**src/rtl/adma_pkg.sv**
```systemverilog
// Shared ADMA definitions: data width, default FIFO geometry and the
// status bundle exported to the host register block.
package adma_pkg;

  localparam int unsigned ADMA_DATA_WIDTH    = 32;
  localparam int unsigned ADMA_FIFO_DEPTH    = 16;
  localparam int unsigned ADMA_FIFO_AF_LEVEL = 12;
  localparam int unsigned ADMA_FIFO_AE_LEVEL = 4;

  typedef struct packed {
    logic full;
    logic empty;
    logic almost_full;
    logic almost_empty;
    logic overflow;
    logic underflow;
  } fifo_status_t;

endpackage

```
**src/rtl/adma_fifo_ram.sv**
```systemverilog
// 1-write/1-read synchronous memory with a registered read port.
// The read register is resettable and clearable so the FIFO output
// can return to zero on reset or flush; the array itself is never reset.
module adma_fifo_ram #(
  parameter int unsigned DATA_WIDTH = 32,
  parameter int unsigned DEPTH      = 16
) (
  input  logic                     clk,
  input  logic                     rst_n,
  input  logic                     clr,
  input  logic                     we,
  input  logic [$clog2(DEPTH)-1:0] waddr,
  input  logic [DATA_WIDTH-1:0]    wdata,
  input  logic                     re,
  input  logic [$clog2(DEPTH)-1:0] raddr,
  output logic [DATA_WIDTH-1:0]    rdata
);

  logic [DATA_WIDTH-1:0] mem [DEPTH];
  logic [DATA_WIDTH-1:0] rdata_d;
  logic [DATA_WIDTH-1:0] rdata_q;

  // Storage write; same-address read in the same cycle returns the old word.
  always_ff @(posedge clk) begin
    if (we) begin
      mem[waddr] <= wdata;
    end
  end

  // Read register next value: clear wins, otherwise load on read, else hold.
  always_comb begin
    rdata_d = rdata_q;
    if (clr) begin
      rdata_d = '0;
    end else if (re) begin
      rdata_d = mem[raddr];
    end
  end

  // Read data register.
  always_ff @(posedge clk or negedge rst_n) begin
    if (!rst_n) begin
      rdata_q <= '0;
    end else begin
      rdata_q <= rdata_d;
    end
  end

  assign rdata = rdata_q;

endmodule

```
**src/rtl/adma_data_fifo.sv**
```systemverilog
// Single-clock data FIFO between the ADMA engine and the SD data path.
// Pointers carry a wrap bit; all flags are registered from next-state pointers.
module adma_data_fifo
  import adma_pkg::*;
#(
  parameter int unsigned DATA_WIDTH = ADMA_DATA_WIDTH,
  parameter int unsigned DEPTH      = ADMA_FIFO_DEPTH,
  parameter int unsigned AF_LEVEL   = ADMA_FIFO_AF_LEVEL,
  parameter int unsigned AE_LEVEL   = ADMA_FIFO_AE_LEVEL
) (
  input  logic                   CLK,
  input  logic                   RESET,
  input  logic                   fifo_write,
  input  logic [DATA_WIDTH-1:0]  data_to_fifo,
  input  logic                   fifo_read,
  output logic [DATA_WIDTH-1:0]  data_from_fifo,
  output logic                   fifo_full,
  output logic                   fifo_empty,
  output logic                   almost_full,
  output logic                   almost_empty,
  output logic [$clog2(DEPTH):0] level,
  input  logic                   flush,
  input  logic                   clear_status,
  output logic                   overflow,
  output logic                   underflow
);

  localparam int unsigned AW = $clog2(DEPTH);
  localparam int unsigned PW = AW + 1;

  logic [PW-1:0] wp_q, wp_d;
  logic [PW-1:0] rp_q, rp_d;
  logic [PW-1:0] level_q, level_d;
  logic          full_q, full_d;
  logic          empty_q, empty_d;
  logic          af_q, af_d;
  logic          ae_q, ae_d;
  logic          ovf_q, ovf_d;
  logic          unf_q, unf_d;
  logic          push_ok;
  logic          pop_ok;

  // Accept decisions, next pointers, next flags and sticky errors.
  // A push into a full FIFO is accepted only when a pop frees a slot in the
  // same cycle; the empty flag is registered, so a same-cycle push never
  // makes an empty FIFO poppable.
  always_comb begin
    pop_ok  = fifo_read && !empty_q;
    push_ok = fifo_write && (!full_q || pop_ok);
    wp_d    = wp_q;
    rp_d    = rp_q;
    if (flush) begin
      wp_d = '0;
      rp_d = '0;
    end else begin
      if (push_ok) wp_d = wp_q + PW'(1);
      if (pop_ok)  rp_d = rp_q + PW'(1);
    end
    level_d = wp_d - rp_d;
    full_d  = (wp_d[AW-1:0] == rp_d[AW-1:0]) && (wp_d[AW] != rp_d[AW]);
    empty_d = (wp_d == rp_d);
    af_d    = (level_d >= PW'(AF_LEVEL));
    ae_d    = (level_d <= PW'(AE_LEVEL));
    ovf_d   = (ovf_q && !clear_status) || (fifo_write && !push_ok && !flush);
    unf_d   = (unf_q && !clear_status) || (fifo_read && !pop_ok && !flush);
  end

  // Pointer, flag and sticky-status registers.
  always_ff @(posedge CLK or negedge RESET) begin
    if (!RESET) begin
      wp_q    <= '0;
      rp_q    <= '0;
      level_q <= '0;
      full_q  <= 1'b0;
      empty_q <= 1'b1;
      af_q    <= 1'b0;
      ae_q    <= 1'b1;
      ovf_q   <= 1'b0;
      unf_q   <= 1'b0;
    end else begin
      wp_q    <= wp_d;
      rp_q    <= rp_d;
      level_q <= level_d;
      full_q  <= full_d;
      empty_q <= empty_d;
      af_q    <= af_d;
      ae_q    <= ae_d;
      ovf_q   <= ovf_d;
      unf_q   <= unf_d;
    end
  end

  adma_fifo_ram #(
    .DATA_WIDTH (DATA_WIDTH),
    .DEPTH      (DEPTH)
  ) u_ram (
    .clk   (CLK),
    .rst_n (RESET),
    .clr   (flush),
    .we    (push_ok && !flush),
    .waddr (wp_q[AW-1:0]),
    .wdata (data_to_fifo),
    .re    (pop_ok && !flush),
    .raddr (rp_q[AW-1:0]),
    .rdata (data_from_fifo)
  );

  assign fifo_full    = full_q;
  assign fifo_empty   = empty_q;
  assign almost_full  = af_q;
  assign almost_empty = ae_q;
  assign level        = level_q;
  assign overflow     = ovf_q;
  assign underflow    = unf_q;

endmodule

```
**config.mk**
```make
export PLATFORM = sky130hd
export DESIGN_NAME = adma_data_fifo
export DESIGN_NICKNAME = d
export VERILOG_FILES = /design/src/rtl/adma_pkg.sv /design/src/rtl/adma_fifo_ram.sv /design/src/rtl/adma_data_fifo.sv
export SDC_FILE = /design/constraint.sdc
export NUM_CORES = 1
export LEC_CHECK = 0
export ABC_AREA = 1
export BUFFER_PORTS_ARGS = -buffer_cell sky130_fd_sc_hd__buf_4
export CORE_ASPECT_RATIO = 0.7
export CORE_MARGIN = 5
export CORE_UTILIZATION = 32
export DETAILED_ROUTE_END_ITERATION = 10
export SETUP_SLACK_MARGIN = 0.2
export SYNTH_ARGS = -nofsm -noshare
export SYNTH_HDL_FRONTEND = slang
export SYNTH_HIERARCHICAL = 1
export SYNTH_SLANG_ARGS = --single-unit
```
**constraint.sdc**
```tcl
create_clock -name CLK -period 2.63 [get_ports CLK]
set_clock_uncertainty 0.15 [all_clocks]
set_input_delay 0.526 -clock CLK [delete_from_list [all_inputs] [get_ports CLK]]
set_output_delay 0.526 -clock CLK [all_outputs]
set_load 0.02 [all_outputs]
```
# --- After elaboration in Yosys (flattened, before gate mapping) ---
# Memories as Yosys holds them, arrays and structs flattened.
# Cells that the tools add are included.
word_totals:
  wordCells: 48
  reg_bits: 53
  inputBits: 38
  mem_count: 1
  output_inout_bits: 43
  latch_bits: 0
  romBits: 0
  ram_bits: 512
memory_table:
  columns: ["memory", "words", "width", "read_ports", "rd_clocked_by_memory_dff", "write_ports", "line", "rtl"]
  rows:
  - ["u_ram.mem", 16, 32, 1, 0, 1, "adma_fifo_ram.sv:19", "logic [DATA_WIDTH-1:0] mem [DEPTH];"]
op_classes:
  mux: 8
  eq_ne: 3
  bitwise: 0
  n_lt_le_gt_ge: 2
  mul: 0
  shifts: 0
  div_mod_pow: 0
  reduce_logical: 21
  n_addsub: 3
op_table:
  columns: ["op", "n"]
  rows:
  - ["two-way mux 32 bit", 2]
  - ["two-way mux 5 bit", 4]
  - ["logical AND 1 bit", 11]
  - ["adder 5 x 1 -> 5 bit (second input constant)", 2]
  - ["zero test 1 bit", 6]
  - ["equality test 5 bit", 1]
  - [">= comparator 5 x 4 -> 1 bit (second input constant)", 1]
  - ["less-or-equal comparator 5 x 3 -> 1 bit (second input constant)", 1]
  - ["subtractor 5 bit", 1]
  - ["equality test 4 bit", 1]
  - ["logical OR 1 bit", 3]
  - ["two-way mux 1 bit", 2]
  - ["nonzero test 2 bit", 1]
  - ["inequality test 1 bit", 1]

# --- Depth between registers and ports, before layout ---
depth:
  depth_word: 8
  depth_mapped: 15
  mapped_depth_nobuf: 15

# --- Cells and area by module ---
# Netlist, hierarchy kept.
modules_own_cells:
  columns: ["module", "seq_area_each_um2", "area_each_um2", "cells_per_inst", "instances"]
  rows:
  - ["adma_fifo_ram", 16175.5, 23304.9, 2224, 1]
  - ["adma_data_fifo", 528.0, 1187.4, 135, 1]

# --- Worst setup path before layout ---
# No wires, ideal clock.
synth_timing:
  path_kind: "input to register"
  from: "in fifo_read"
  to: "mem u_ram.mem[12][0], enable pin"
  t_arrival_ns: 2.432
  required_ns: 2.059
  cell_stages: 6
  path_slack_ns: -0.373
  setup_time_ns: 0.421
  cell_sequence: "nand2_4 -> nand2_4 -> nand2_4 -> nor2_1 -> nand3_1 -> nor2_1"
synth_via:
  elab_chain_cells: 6
synth_rtl:
  columns: ["item", "line", "rtl"]
  rows:
  - ["start, declared", "adma_data_fifo.sv:15", "input logic fifo_read,"]
  - ["logical AND 1 bit", "adma_data_fifo.sv:48", "pop_ok = fifo_read && !empty_q;"]
  - ["logical OR 1 bit", "adma_data_fifo.sv:49", "push_ok = fifo_write && (!full_q || pop_ok);"]
  - ["logical AND 1 bit", "adma_data_fifo.sv:49", null]
  - ["logical AND 1 bit", "adma_data_fifo.sv:100", ".we (push_ok && !flush),"]
  - ["two-way mux 1 bit", "adma_fifo_ram.sv:25", "if (we) begin"]
  - ["two-way mux 1 bit (implied by the code)", "adma_fifo_ram.sv:26", "mem[waddr] <= wdata;"]
  - ["end, declared", "adma_fifo_ram.sv:19", null]
# No other way between the ends.

# --- Final worst setup path ---
layout_timing:
  from: "reg empty_q, in the netlist fifo_empty"
  to: "reg ae_q, in the netlist almost_empty"
layout_via:
  elab_chain_cells: 8
layout_rtl:
  columns: ["item", "line", "rtl"]
  rows:
  - ["start, declared", "adma_data_fifo.sv:35", "logic empty_q, empty_d;"]
  - ["start signal, assigned", "adma_data_fifo.sv:85", "empty_q <= empty_d;"]
  - ["zero test 1 bit", "adma_data_fifo.sv:48", null]
  - ["logical AND 1 bit", "adma_data_fifo.sv:48", null]
  - ["logical OR 1 bit", "adma_data_fifo.sv:49", null]
  - ["logical AND 1 bit", "adma_data_fifo.sv:49", null]
  - ["two-way mux 5 bit", "adma_data_fifo.sv:56", "if (push_ok) wp_d = wp_q + PW'(1);"]
  - ["two-way mux 5 bit", "adma_data_fifo.sv:52", "if (flush) begin"]
  - ["via wp_d[0]", "adma_data_fifo.sv:31", "logic [PW-1:0] wp_q, wp_d;"]
  - ["subtractor 5 bit", "adma_data_fifo.sv:59", "level_d = wp_d - rp_d;"]
  - ["via level_d[4]", "adma_data_fifo.sv:33", "logic [PW-1:0] level_q, level_d;"]
  - ["less-or-equal comparator 5 x 3 -> 1 bit", "adma_data_fifo.sv:63", "ae_d = (level_d <= PW'(AE_LEVEL));"]
  - ["via ae_d", "adma_data_fifo.sv:37", "logic ae_q, ae_d;"]
  - ["end signal, assigned", "adma_data_fifo.sv:77", "ae_q <= 1'b1;"]
  - ["end signal, assigned", "adma_data_fifo.sv:87", "ae_q <= ae_d;"]
  - ["end, declared", "adma_data_fifo.sv:37", null]
# The timed path passes the listed nets, and every way through them passes these cells.
# A chain may end at the register's enable or synchronous reset.

==> summary.md <==
| Metric | Value |
|---|---|
| Result of the run | complete, no violations |
| Mean instance size in the synthesized netlist | 10.4 um^2 |
| Data required time of the worst path | 3.02 ns |
| Synth Net Count | 2404 |
| Switching part of the total | 27.3% |
| Capture point of the worst reg-to-reg path | almost_empty |
| TritonCTS sink count | 565 |
| Clock Latency Late Sink | 0.62 ns |
| Most used cells in the layout excluding fill and tap cells | sky130_fd_sc_hd__nand2_1, sky130_fd_sc_hd__edfxtp_1, sky130_fd_sc_hd__inv_1 |
| Peak clock frequency supported by timing | 400 MHz |
| Post-route clock period utilization | 95.0% |
| TNS Setup | 0 ns |
| Sum of net half-perimeters after detailed placement | 35.3 mm |
| Total of buffers placed on input and output ports | 80 |
| Count of boundary I/O pins | 81 |
| Row cnt | 84 |
| Clock transition at path regs | 0.07 ns |
| Cell family with the largest share of critical-path delay | simple AND/OR/NAND/NOR gates |
| HP Start | data_to_fifo[2] |
| Post-layout util | 38.0% |
| End point of the worst hold path | u_ram/mem[10][2] |
| Die Wd | 341 um |
| Number of clock buffers inserted by TritonCTS | 54 |
| Cell Chain, Critical Path | inv_4 -> nand2_4 -> a21oi_4 -> nand2_2 -> inv_2 -> nor3_4 -> inv_2 -> ha_4 -> fa_2 -> o21a_1 -> inv_1 -> nand3_2 -> nand2_2 -> nor2_2 |
| Int Pwr | 0.0153 W |
| Slowest stage delay, CP | 0.56 ns |
| Worst setup slack before clock tree synthesis | 0.0487 ns |
| Number of global-route vias before repair | 15600 |
| CP max FO | 5 |
| Largest net degree at the start of global routing | 134 |
| Post-layout nets | 2506 |
| Number of H-tree branching levels | 2 |
| Ratio of cells with drive above 1 in the final layout | 11.8% |
| Post-route minimum period | 2.50 ns |
| Die Y-Extent | 241 um |
| P&R area growth vs syn | 17.0% |
| Routability Congestion | 0.765 |
| Normalized max-slew margin | 49.1% |
| Overall global routing resource usage | 14.8% |
| Cells after synthesis | 2359 |
| Fin. max-slew vios | 0 |
| Area share of the largest cell type after synthesis | 62.8% |
| Synth warnings | 6 |
| Instance area at placement | 26800 um^2 |
| Share of total power in sequential cells | 48.3% |
| Clock power frac | 36.2% |
| Top post-synthesis cells by area | sky130_fd_sc_hd__edfxtp_1, sky130_fd_sc_hd__nand2_1, sky130_fd_sc_hd__nand3_1, sky130_fd_sc_hd__inv_1, sky130_fd_sc_hd__dfrtp_1 |
| Sequential element share of the synthesized area | 68.2% |
| CTS tree | yes |
| Power density over the cells | 733 nW/um^2 |
| Number of search-and-repair iterations in the first detailed-routing pass | 5 |
| Total of flip-flops plus latches after synthesis | 565 |
| Worst supply voltage drop on vdd | 0.000448 V |
| Clock root buffer | sky130_fd_sc_hd__clkbuf_16 |
| Leak | 12.2 nW |
| Switching Power | 0.00573 W |
| Leading area contributor after synthesis | sky130_fd_sc_hd__edfxtp_1 |
| Post-Layout Inst Area | 28700 um^2 |
| Worst path setup slack after routing | 0.131 ns |
| Routed wire length per instance | 17.5 um |
| Setup repair after global routing missed its margin | true |
| Category of the most critical setup path | reg2reg |
| Antenna-violating nets left | 0 |
| Initial cell density of the core | 32.5% |
| Origin of the critical flop-to-flop path | fifo_empty |
| Remaining DRCs | 0 |
| Hold violation count in the final report | 0 |
| Slew at the pin with the worst max-slew slack | 0.762 ns |
| Cell variety after synth | 35 |
| Endpoint arrival time on the critical path | 2.89 ns |
| Initial antenna violation count | 0 |
| Endpoint type of the worst setup path | flop |
| Via density | 4.59 |
| CP Launch Type | flop |
| Antenna diode count | 0 |
| Share of total power in combinational logic | 15.5% |
| Std-Cell Core Area | 75500 um^2 |
| FF-to-FF setup slack | 0.13 ns |
| WL final | 61.3 mm |
| Register-to-Register Path Depth | 14 |
| Vias | 16000 |
| Die area | 82300 um^2 |
| First DRT Iteration DRCs | 1486 |
| Count of endpoints failing setup in the final report | 0 |
| Min-Delay Path Class | in2reg |
| CTS Buffer Depth | 3 |
| Combined buffer and inverter count along the critical path | 4 |
| CP max stage cell | sky130_fd_sc_hd__dfstp_2 |
| Total grt overflow | 0 |
| Most frequent standard cell in the layout excluding fill and tap cells | sky130_fd_sc_hd__nand2_1 |
| Combined area of all synthesized cells | 24500 um^2 |
| Max-cap violations | 0 |
| Hold-critical path depth | 1 |
| First-pass GRT wire length | 94.9 mm |
how the worst max path moves through the flow:
stage | cells past startpoint | endpoint | slack [ns] | from
2_1_floorplan | 6 | u_ram/mem[13][0] | 0.09 | fifo_read
3_3_place_gp | 12 | almost_full | 0.08 | fifo_read
3_5_place_dp | 12 | almost_full | 0.05 | fifo_read
4_1_cts | 13 | almost_empty | 0.21 | fifo_empty
5_1_grt | 14 | almost_empty | 0.04 | fifo_empty
6_report | 14 | almost_empty | 0.13 | fifo_empty
metrics by stage:
step | std cells | total power (W) | hold slack [ns]
5_1_grt | 3495 | 0.0220 | 0.0589
4_1_cts | 3491 | 0.0212 | 0.0441
3_5_place_dp | 3386 | 0.0135 | 0.316
2_1_floorplan | 2359 | 0.0124 | 0.0804
3_3_place_gp | 3386 | 0.0135 | 0.313
6_report | 3495 | 0.0210 | 0.0750
synthesized netlist by cell type:
cell type,count
sky130_fd_sc_hd__a21oi_1,6
sky130_fd_sc_hd__a21oi_4,1
sky130_fd_sc_hd__buf_1,9
sky130_fd_sc_hd__buf_2,44
sky130_fd_sc_hd__buf_4,17
sky130_fd_sc_hd__buf_6,27
sky130_fd_sc_hd__buf_8,1
sky130_fd_sc_hd__clkbuf_1,14
sky130_fd_sc_hd__dfrtp_1,51
sky130_fd_sc_hd__dfstp_2,2
sky130_fd_sc_hd__edfxtp_1,512
sky130_fd_sc_hd__fa_1,1
sky130_fd_sc_hd__ha_1,6
sky130_fd_sc_hd__inv_1,410
sky130_fd_sc_hd__inv_2,5
sky130_fd_sc_hd__inv_6,1
sky130_fd_sc_hd__nand2_1,794
sky130_fd_sc_hd__nand2_2,3
sky130_fd_sc_hd__nand2_4,5
sky130_fd_sc_hd__nand3_1,394
sky130_fd_sc_hd__nand3_2,2
sky130_fd_sc_hd__nand3b_1,2
sky130_fd_sc_hd__nand4_1,4
sky130_fd_sc_hd__nor2_1,30
sky130_fd_sc_hd__nor2_2,1
sky130_fd_sc_hd__nor2_4,1
sky130_fd_sc_hd__nor3_1,3
sky130_fd_sc_hd__nor3_2,2
sky130_fd_sc_hd__nor3b_1,1
sky130_fd_sc_hd__o21a_1,1
sky130_fd_sc_hd__o21ai_0,3
sky130_fd_sc_hd__o21ai_1,2
sky130_fd_sc_hd__o32ai_1,2
sky130_fd_sc_hd__xnor2_1,1
sky130_fd_sc_hd__xor2_1,1
kinds of logic (layout without fill, tap and decap cells):
| family | count (synthesis) | count (layout) | share of synthesized area (%) |
|---|---|---|---|
| and+or+nand+nor | 1242 | 1242 | 21.5 |
| DFF | 565 | 565 | 68.2 |
| xor gates and xnor gates | 2 | 2 | 0.0715 |
| adders and majority gates | 7 | 7 | 0.388 |
| AOI/OAI and AO/OA | 15 | 15 | 0.393 |
| buffers and inverters | 528 | 675 | 9.47 |
sequential cells by signal, indices dropped and copies added (netlist names):
| signal | flops |
|---|---|
| u_ram/mem | 512 |
| u_ram/rdata | 32 |
| level | 5 |
| rp_q | 5 |
| wp_q | 5 |
| almost_empty | 1 |
| almost_full | 1 |
| fifo_empty | 1 |
| fifo_full | 1 |
| overflow | 1 |
| underflow | 1 |
final cells by class:
type	instances	area (um^2)
fillers	7357	46800
flip-flops and latches	565	16700
multi-input cells	1266	5690
repair buffers	158	1740
inverters	416	1570
clock buffers	81	1560
well taps	989	1240
clock inverters	20	141
per-layer routing:
metal  wire (um)  up-vias  GRT usage, %
li1            -     7792             -
met1       28400     7665          21.4
met5           0        -             0
met2       27400      489          23.3
met3        3910       95          2.37
met4        1610        0          4.33
power by group through the flow:
stage / logic (W) / registers [W] / clock network (W)
after floorplan: 0.00194 / 0.0105 / 0
after global placement: 0.00319 / 0.0103 / 0
after detailed placement: 0.00321 / 0.0103 / 0
after CTS: 0.00324 / 0.0101 / 0.00780
after global routing: 0.00363 / 0.0102 / 0.00820
final: 0.00325 / 0.0101 / 0.00761
timing repair:
item / 4_1_cts / 5_1_grt
hold buffers: 2 / 0
pin swaps: 1 / 11
setup endpoints to repair: 3 / 3
resized for setup: 1 / 13
buffers inserted: 2 / 4
cloned: 0 / 0
hold endpoints to repair: 29 / 0
Power figures use the tool's default switching activity.
